File: config.mk
export PLATFORM = sky130hd
export DESIGN_NAME = mem_stage_sram
export DESIGN_NICKNAME = d
export VERILOG_FILES = /design/src/rtl/sram_pkg.sv /design/src/rtl/sram_wait_counter.sv /design/src/rtl/mem_stage_sram.sv
export SDC_FILE = /design/constraint.sdc
export NUM_CORES = 1
export LEC_CHECK = 0
export ABC_AREA = 1
export CORE_ASPECT_RATIO = 0.5
export CORE_MARGIN = 2
export CORE_UTILIZATION = 37
export DETAILED_ROUTE_END_ITERATION = 7
export GPL_TIMING_DRIVEN = 0
export PLACE_DENSITY = 0.95
export SYNTH_ARGS = -nofsm -noshare
export SYNTH_HDL_FRONTEND = slang
export SYNTH_SLANG_ARGS = --single-unit
File: constraint.sdc
create_clock -name clk -period 3.3 [get_ports clk]
set_clock_uncertainty 0.05 [all_clocks]
set_input_delay 0.33 -clock clk [delete_from_list [all_inputs] [get_ports clk]]
set_output_delay 0.33 -clock clk [all_outputs]
set_load 0.01 [all_outputs]
File: src/rtl/sram_pkg.sv
// Shared definitions for the MEM stage external-SRAM interface:
// FSM encoding, memory map base, SRAM widths and default wait count.
package sram_pkg;
   typedef enum logic [2:0] {IDLE, RD_LO, RD_HI, WR_LO, WR_HI, DONE} state_t;

   localparam int MEM_BASE_DEF  = 1024;
   localparam int SRAM_ADDR_W   = 18;
   localparam int SRAM_DQ_W     = 16;
   localparam int SRAM_WAIT_DEF = 2;
   localparam int CNT_W         = 3;
endpackage

File: src/rtl/sram_wait_counter.sv
// Phase timer: counts cycles inside one SRAM halfword phase and flags the last one.
module sram_wait_counter
   import sram_pkg::*;
#(
   parameter int SRAM_WAIT = SRAM_WAIT_DEF
) (
   input  logic clk,
   input  logic rst,
   input  logic clear,
   input  logic enable,
   output logic last_cycle
);
   logic [CNT_W-1:0] r_cnt;

   assign last_cycle = (r_cnt == CNT_W'(SRAM_WAIT - 1));

   always_ff @(posedge clk or negedge rst) begin
      if (!rst)                     r_cnt <= '0;
      else if (clear)               r_cnt <= '0;
      else if (enable && !last_cycle) r_cnt <= r_cnt + 1'b1;
   end
endmodule

File: src/rtl/mem_stage_sram.sv
// MEM pipeline stage backed by a 16-bit asynchronous SRAM: each 32-bit access is
// split into LO/HI halfword phases, and ready stalls upstream until DONE.
module mem_stage_sram
   import sram_pkg::*;
#(
   parameter int DATA_LEN      = 32,
   parameter int SRAM_ADDR_LEN = SRAM_ADDR_W,
   parameter int SRAM_WAIT     = SRAM_WAIT_DEF,
   parameter int MEM_BASE      = MEM_BASE_DEF
) (
   input  logic                     clk,
   input  logic                     rst,
   input  logic                     WB_EN_in,
   input  logic                     MEM_R_EN,
   input  logic                     MEM_W_EN,
   input  logic [DATA_LEN-1:0]      ALU_Res,
   input  logic [DATA_LEN-1:0]      Val_Rm,
   output logic                     WB_EN_out,
   output logic [DATA_LEN-1:0]      MEM_OUT,
   output logic                     ready,
   output logic [SRAM_ADDR_LEN-1:0] SRAM_ADDR,
   output logic [SRAM_DQ_W-1:0]     SRAM_DQ_out,
   input  logic [SRAM_DQ_W-1:0]     SRAM_DQ_in,
   output logic                     SRAM_DQ_oe,
   output logic                     SRAM_WE_N,
   output logic                     SRAM_OE_N
);
   state_t                   r_state, w_next;
   logic                     w_last, w_clear, w_phase, w_hi;
   logic [DATA_LEN-1:0]      w_off;
   logic [SRAM_ADDR_LEN-1:0] w_haddr;
   logic [DATA_LEN-1:0]      r_mem_out;
   logic                     w_unused;

   // Halfword address: word index shifted left, LSB selects the upper half.
   assign w_off    = ALU_Res - DATA_LEN'(MEM_BASE);
   assign w_hi     = (r_state == RD_HI) || (r_state == WR_HI);
   assign w_haddr  = {w_off[SRAM_ADDR_LEN:2], w_hi};
   assign w_unused = ^{w_off[DATA_LEN-1:SRAM_ADDR_LEN+1], w_off[1:0]};

   assign w_phase  = (r_state == RD_LO) || (r_state == RD_HI) ||
                     (r_state == WR_LO) || (r_state == WR_HI);
   assign w_clear  = (w_next != r_state);

   assign ready     = !((MEM_R_EN || MEM_W_EN) && (r_state != DONE));
   assign WB_EN_out = WB_EN_in && ready;
   assign MEM_OUT   = r_mem_out;

   sram_wait_counter #(.SRAM_WAIT(SRAM_WAIT)) u_wait (
      .clk       (clk),
      .rst       (rst),
      .clear     (w_clear),
      .enable    (w_phase),
      .last_cycle(w_last)
   );

   always_ff @(posedge clk or negedge rst) begin
      if (!rst) r_state <= IDLE;
      else      r_state <= w_next;
   end

   always_comb begin
      w_next      = r_state;
      SRAM_ADDR   = '0;
      SRAM_DQ_out = '0;
      SRAM_DQ_oe  = 1'b0;
      SRAM_WE_N   = 1'b1;
      SRAM_OE_N   = 1'b1;
      case (r_state)
         IDLE: begin
            // A simultaneous read and write is served as a read only.
            if (MEM_R_EN)      w_next = RD_LO;
            else if (MEM_W_EN) w_next = WR_LO;
         end
         RD_LO, RD_HI: begin
            SRAM_ADDR = w_haddr;
            SRAM_OE_N = 1'b0;
            if (w_last) w_next = (r_state == RD_LO) ? RD_HI : DONE;
         end
         WR_LO, WR_HI: begin
            SRAM_ADDR   = w_haddr;
            SRAM_DQ_oe  = 1'b1;
            SRAM_DQ_out = (r_state == WR_LO) ? Val_Rm[15:0] : Val_Rm[31:16];
            // WE_N rises on the last cycle so data/address hold past the strobe.
            SRAM_WE_N   = w_last;
            if (w_last) w_next = (r_state == WR_LO) ? WR_HI : DONE;
         end
         DONE:    w_next = IDLE;
         default: w_next = IDLE;
      endcase
   end

   always_ff @(posedge clk or negedge rst) begin
      if (!rst)                           r_mem_out <= '0;
      else if (r_state == RD_LO && w_last) r_mem_out[15:0]  <= SRAM_DQ_in;
      else if (r_state == RD_HI && w_last) r_mem_out[31:16] <= SRAM_DQ_in;
   end
endmodule

**Word level (Yosys, flattened, before mapping)**

Cells that the tools add are included.

- Register bits: 38
- Input bits: 85
- Output and inout bits: 71
- Word-level logic and storage cells: 47

- $add $sub $neg: 2
- Equality and inequality tests: 7
- Muxes and demuxes: 15
- Bitwise gates (word level): 1
- Reduce and logical (&&, ||, !) cells: 18

Operators by type and width:

| kind | count |
|---|---|
| 16-bit two-way mux | 2 |
| 3-bit two-way mux | 7 |
| 19-bit by 11-bit subtractor with 19-bit output, second input constant | 1 |
| 18-bit two-way mux | 1 |
| 3-bit case mux with 3 select lines | 1 |
| 3-bit by 1-bit == test with 1-bit output, second input constant | 2 |
| 3-bit by 2-bit == test with 1-bit output, second input constant | 2 |
| 1-bit logical AND | 5 |
| 1-bit logical OR | 5 |
| 1-bit two-way mux | 4 |
| 2-bit OR reduction | 2 |
| 4-bit OR reduction | 1 |
| 3-bit by 1-bit adder with 3-bit output, second input constant | 1 |
| 3-bit == test, second input constant | 1 |
| 3-bit zero test | 1 |
| 3-bit != test | 1 |
| 3-bit != test, second input constant | 1 |
| 1-bit zero test | 2 |
| 2-bit AND reduction | 1 |
| 2-bit nonzero test | 1 |
| 1-bit inverter | 1 |

**Depth between registers and ports, before layout**

- Depth in word-level cells: 7
- Depth in mapped cells: 10
- Gate-level depth less buffers: 10

**Hierarchy**

Synthesis repeated with hierarchy kept, for this count alone.

- Cell total of the unflattened synthesis: 316
- Area, all modules: 2,316.0 sq um

Modules (own cells, without submodules):

| module | instances | cells each | area an instance (sq um) | seq. area each (sq um) |
|---|---|---|---|---|
| mem_stage_sram | 1 | 290 | 2,127.0 | 875.8 |
| sram_wait_counter | 1 | 26 | 188.9 | 75.1 |

**Least setup slack after synthesis**

No wires, ideal clock.

- Kind: reg-to-output
- Start point: register r_state[1]
- End point: output port SRAM_DQ_out[10]
- Arrival time: 1.173 ns
- Required time: 2.920 ns
- Path slack: 1.747 ns
- Cell stages (with the launch flop): 7
- Buffers on the path: 1
- Cell sequence: dfrtp_1 -> nor2_1 -> nand2_2 -> nand2_4 -> buf_4 -> o21ai_0 -> nor2_1

- Longest elaborated chain between the ends: 3
- Elaborated cells between the ends (all ways): 5
- Those cells by class: eq/ne (2); mux (2); reduce/logical (1)

Ends and longest elaborated chain:

| item | RTL line | text |
|---|---|---|
| start, declared | mem_stage_sram.sv:28 | `state_t r_state, w_next;` |
| start signal, assigned | mem_stage_sram.sv:59 | `else r_state <= w_next;` |
| 3-bit by 2-bit == test with 1-bit output / 3-bit == test (equally long branches) | mem_stage_sram.sv:69, mem_stage_sram.sv:83 |  |
| 16-bit two-way mux / 2-bit OR reduction (equally long branches) | mem_stage_sram.sv:83, mem_stage_sram.sv:69 |  |
| 16-bit two-way mux * | mem_stage_sram.sv:69 | `case (r_state)` |
| end, declared | mem_stage_sram.sv:22 | `output logic [SRAM_DQ_W-1:0] SRAM_DQ_out,` |

Every way passes the cells marked *; elsewhere a longest branch is shown, timed or not.

**Worst setup path in the final report**

Same ends and word-level chain as after synthesis.

==> flow_summary.yaml <==
die:
  die_x_um: 111
  design.portCount: 156
  dieArea_sq_um: 6380
  coreArea_sq_um: 5490
  initial_core_util: 0.386
  die_height_um: 57.5
  rows: 19
routing:
  routed_wl_um: 6840
  postRouteAntennaNets: 0
  dr.pass1.iters: 5
  drt-wirelength-per-cell_um: 13.4
  drc_errors: 0
  drt_iter0_drc: 92
  vias: 2408
  routed_via_density: 4.70
clock_tree:
  clock_latency_ps: 290
  cts.sinks: 38
  clk_pin_slew_ps: 60
  cts-root-buf: "clkbuf_16"
  cts_repair_resize_count: 0
  cts_setup_buffers: 0
  cts_max_level: 2
  clk_path_buf_depth: 2
  cts_made_buffers: 5
  cts_tree: "done"
  cts_hold_buf: 0
placement:
  dp_hpwl_um: 5190
  gp_congestion: 0.878
  io_buffer_count: 140
  post-place-ws_ps: 797
sta:
  timing.final.crit_share: 0.759
  slew_headroom: 0.457
  drv_slew: 0
  hold_viol: 0
  whs_ps: 86.2
  fin_setup_tns_ps: 0
  worst_slack_ps: 794
  rsz0062_at_grt: "false"
  period_needed_ps: 2510
  tightest_slew_ps: 814
  fmax_mhz: 399
  finalSetupViolations: 0
worst_setup_path:
  worstSetupStartpoint: "r_state[1]"
  slowest_stage: "clkdlybuf4s50_1"
  critPathLaunchType: "flip-flop"
  crit_chain: "nand2_1, clkinv_1, nand2_4, clkbuf_2, o21ai_0, nor2_1, clkdlybuf4s50_1"
  critPathMaxFanout: 10
  cp_top_family: "buffers and inverters"
  cp_data_required_time_ps: 2920
  worstPathArrival_ps: 2130
  timing.rr.start: "u_wait.r_cnt[1]"
  crit_buf_inv: 3
  crit_type: "flip-flop to primary output"
  slowest_delay_ps: 550
  end_kind: "primary output"
global_route:
  antenna_found_initial: 0
  grt_pass1_vias: 2346
  gr-total-overflow: 0
  grt_max_degree: 39
  grt_use_total: 0.215
  grt_pass1_wl_um: 11000
finish:
  area_growth_pct: 79.4
  drive_above_1_share: 0.0729
  nNetsFinal: 526
  antenna_cells: 0
outcome:
  outcome: "completed"
run:
  drv_cap: 0
logic_synthesis:
  synth_nets: 379
  ys_seq_area_frac: 0.449
  synth_area_per_cell_sq_um: 7.28
  synth_cells: 291
  synth_cell_types: 28
  synth_warnings: 0
  syn_area_sq_um: 2120
  synth_seq_cells: 38
pwr:
  vdd_ir_drop_max_mv: 0.564
  total_power_w: 0.00356
  power_leakage_nw: 1.75
  p_per_area_nw_per_um2: 936
min_path:
  hold_class: "input pin to async pin"
==> area by class of cell <==
type | instances | area, sq um
buffer | 10 | 61.3
clock buffer | 5 | 125
clock inverter | 3 | 68.8
fill | 429 | 1690
inverter | 41 | 154
multi-input combinational | 202 | 952
sequential | 38 | 951
tap | 73 | 91.3
timing repair buffer | 140 | 1400
==> path summary, 6_finish.rpt <==
check	to	slack, ps	cells after the start
worst max-delay path	SRAM_DQ_out[10]	790	7
worst min-delay path	MEM_OUT[18]	90	1
worst max register to register	MEM_OUT[28]	1480	7
worst min register to register	MEM_OUT[7]	440	2
max in group asynchronous	MEM_OUT[15]	2590	1
min in group clk	MEM_OUT[7]	440	2
==> cell families after synthesis <==
group	count (synthesis)	share of synthesized area
AND/OR/NAND/NOR	135	0.268
AO/OA/AOI/OAI	59	0.142
buffers and inverters	51	0.102
flip-flops	38	0.449
XOR/XNOR	4	0.0165
adder cells (fa/ha/maj)	3	0.0177
multiplexers	1	0.00473
==> power by group <==
part / leakage [nW] / switching (W) / internal (W)
registers: 0.465 / 0.000164 / 0.000700
logic: 1.19 / 0.00102 / 0.00106
clock network: 0.0940 / 0.000185 / 0.000434
==> registers in the layout, indices dropped and copies added, names as in the netlist <==
register and count:
MEM_OUT 32, u_wait.r_cnt 3, r_state 3
==> per-layer routing <==
metal | up-vias | routed length [um] | global-route usage
li1 | 1207 | - | -
met1 | 1098 | 2780 | 0.247
met2 | 89 | 3490 | 0.396
met3 | 14 | 446 | 0.0499
met4 | 0 | 133 | 0.0875
met5 | - | 0 | 0
==> synthesized netlist by cell type <==
| cell type | n | area (sq um) |
|---|---|---|
| buf_2 | 4 | 20.0 |
| inv_2 | 4 | 15.0 |
| buf_4 | 2 | 15.0 |
| inv_1 | 36 | 135 |
| o211ai_1 | 1 | 7.51 |
| o21ai_1 | 2 | 10.0 |
| nand2_2 | 4 | 25.0 |
| mux2i_1 | 1 | 10.0 |
| clkinv_1 | 1 | 3.75 |
| or2_2 | 1 | 6.26 |
| xor2_1 | 2 | 17.5 |
| o22ai_1 | 1 | 6.26 |
| nor3_2 | 1 | 10.0 |
| xnor2_1 | 2 | 17.5 |
| nand3_1 | 8 | 40.0 |
| o21ai_0 | 49 | 245 |
| a21oi_1 | 5 | 25.0 |
| nand2_4 | 2 | 22.5 |
| nand2_1 | 52 | 195 |
| nor3_1 | 3 | 15.0 |
| a21boi_0 | 1 | 7.51 |
| nor2_1 | 61 | 229 |
| ha_1 | 3 | 37.5 |
| nand4_1 | 2 | 12.5 |
| buf_6 | 1 | 11.3 |
| nand4_2 | 1 | 12.5 |
| clkbuf_2 | 3 | 15.0 |
| dfrtp_1 | 38 | 951 |
==> metrics by stage <==
step                area [sq um]  utilization  std cells
finish                      3800        0.692        512
global route                3800        0.692        512
CTS                         3800        0.692        512
detailed placement          3610        0.657        504
global placement            3610        0.658        504
floorplan                   2120            -        291
==> placed cells by master, fill, tap and decap left out <==
cell type,synthesis,layout
a21boi_0,1,1
a21oi_1,5,5
buf_2,4,5
buf_4,2,2
buf_6,1,1
bufinv_16,0,2
clkbuf_16,0,5
clkbuf_2,3,3
clkdlybuf4s50_1,0,139
clkinv_1,1,1
clkinv_4,0,1
dfrtp_1,38,38
ha_1,3,3
inv_1,36,36
inv_2,4,4
mux2i_1,1,1
nand2_1,52,52
nand2_2,4,4
nand2_4,2,2
nand3_1,8,8
nand4_1,2,2
nand4_2,1,1
nor2_1,61,61
nor3_1,3,3
nor3_2,1,1
o211ai_1,1,1
o21ai_0,49,49
o21ai_1,2,2
o22ai_1,1,1
or2_2,1,1
xnor2_1,2,2
xor2_1,2,2
Power figures use the tool's default switching activity.
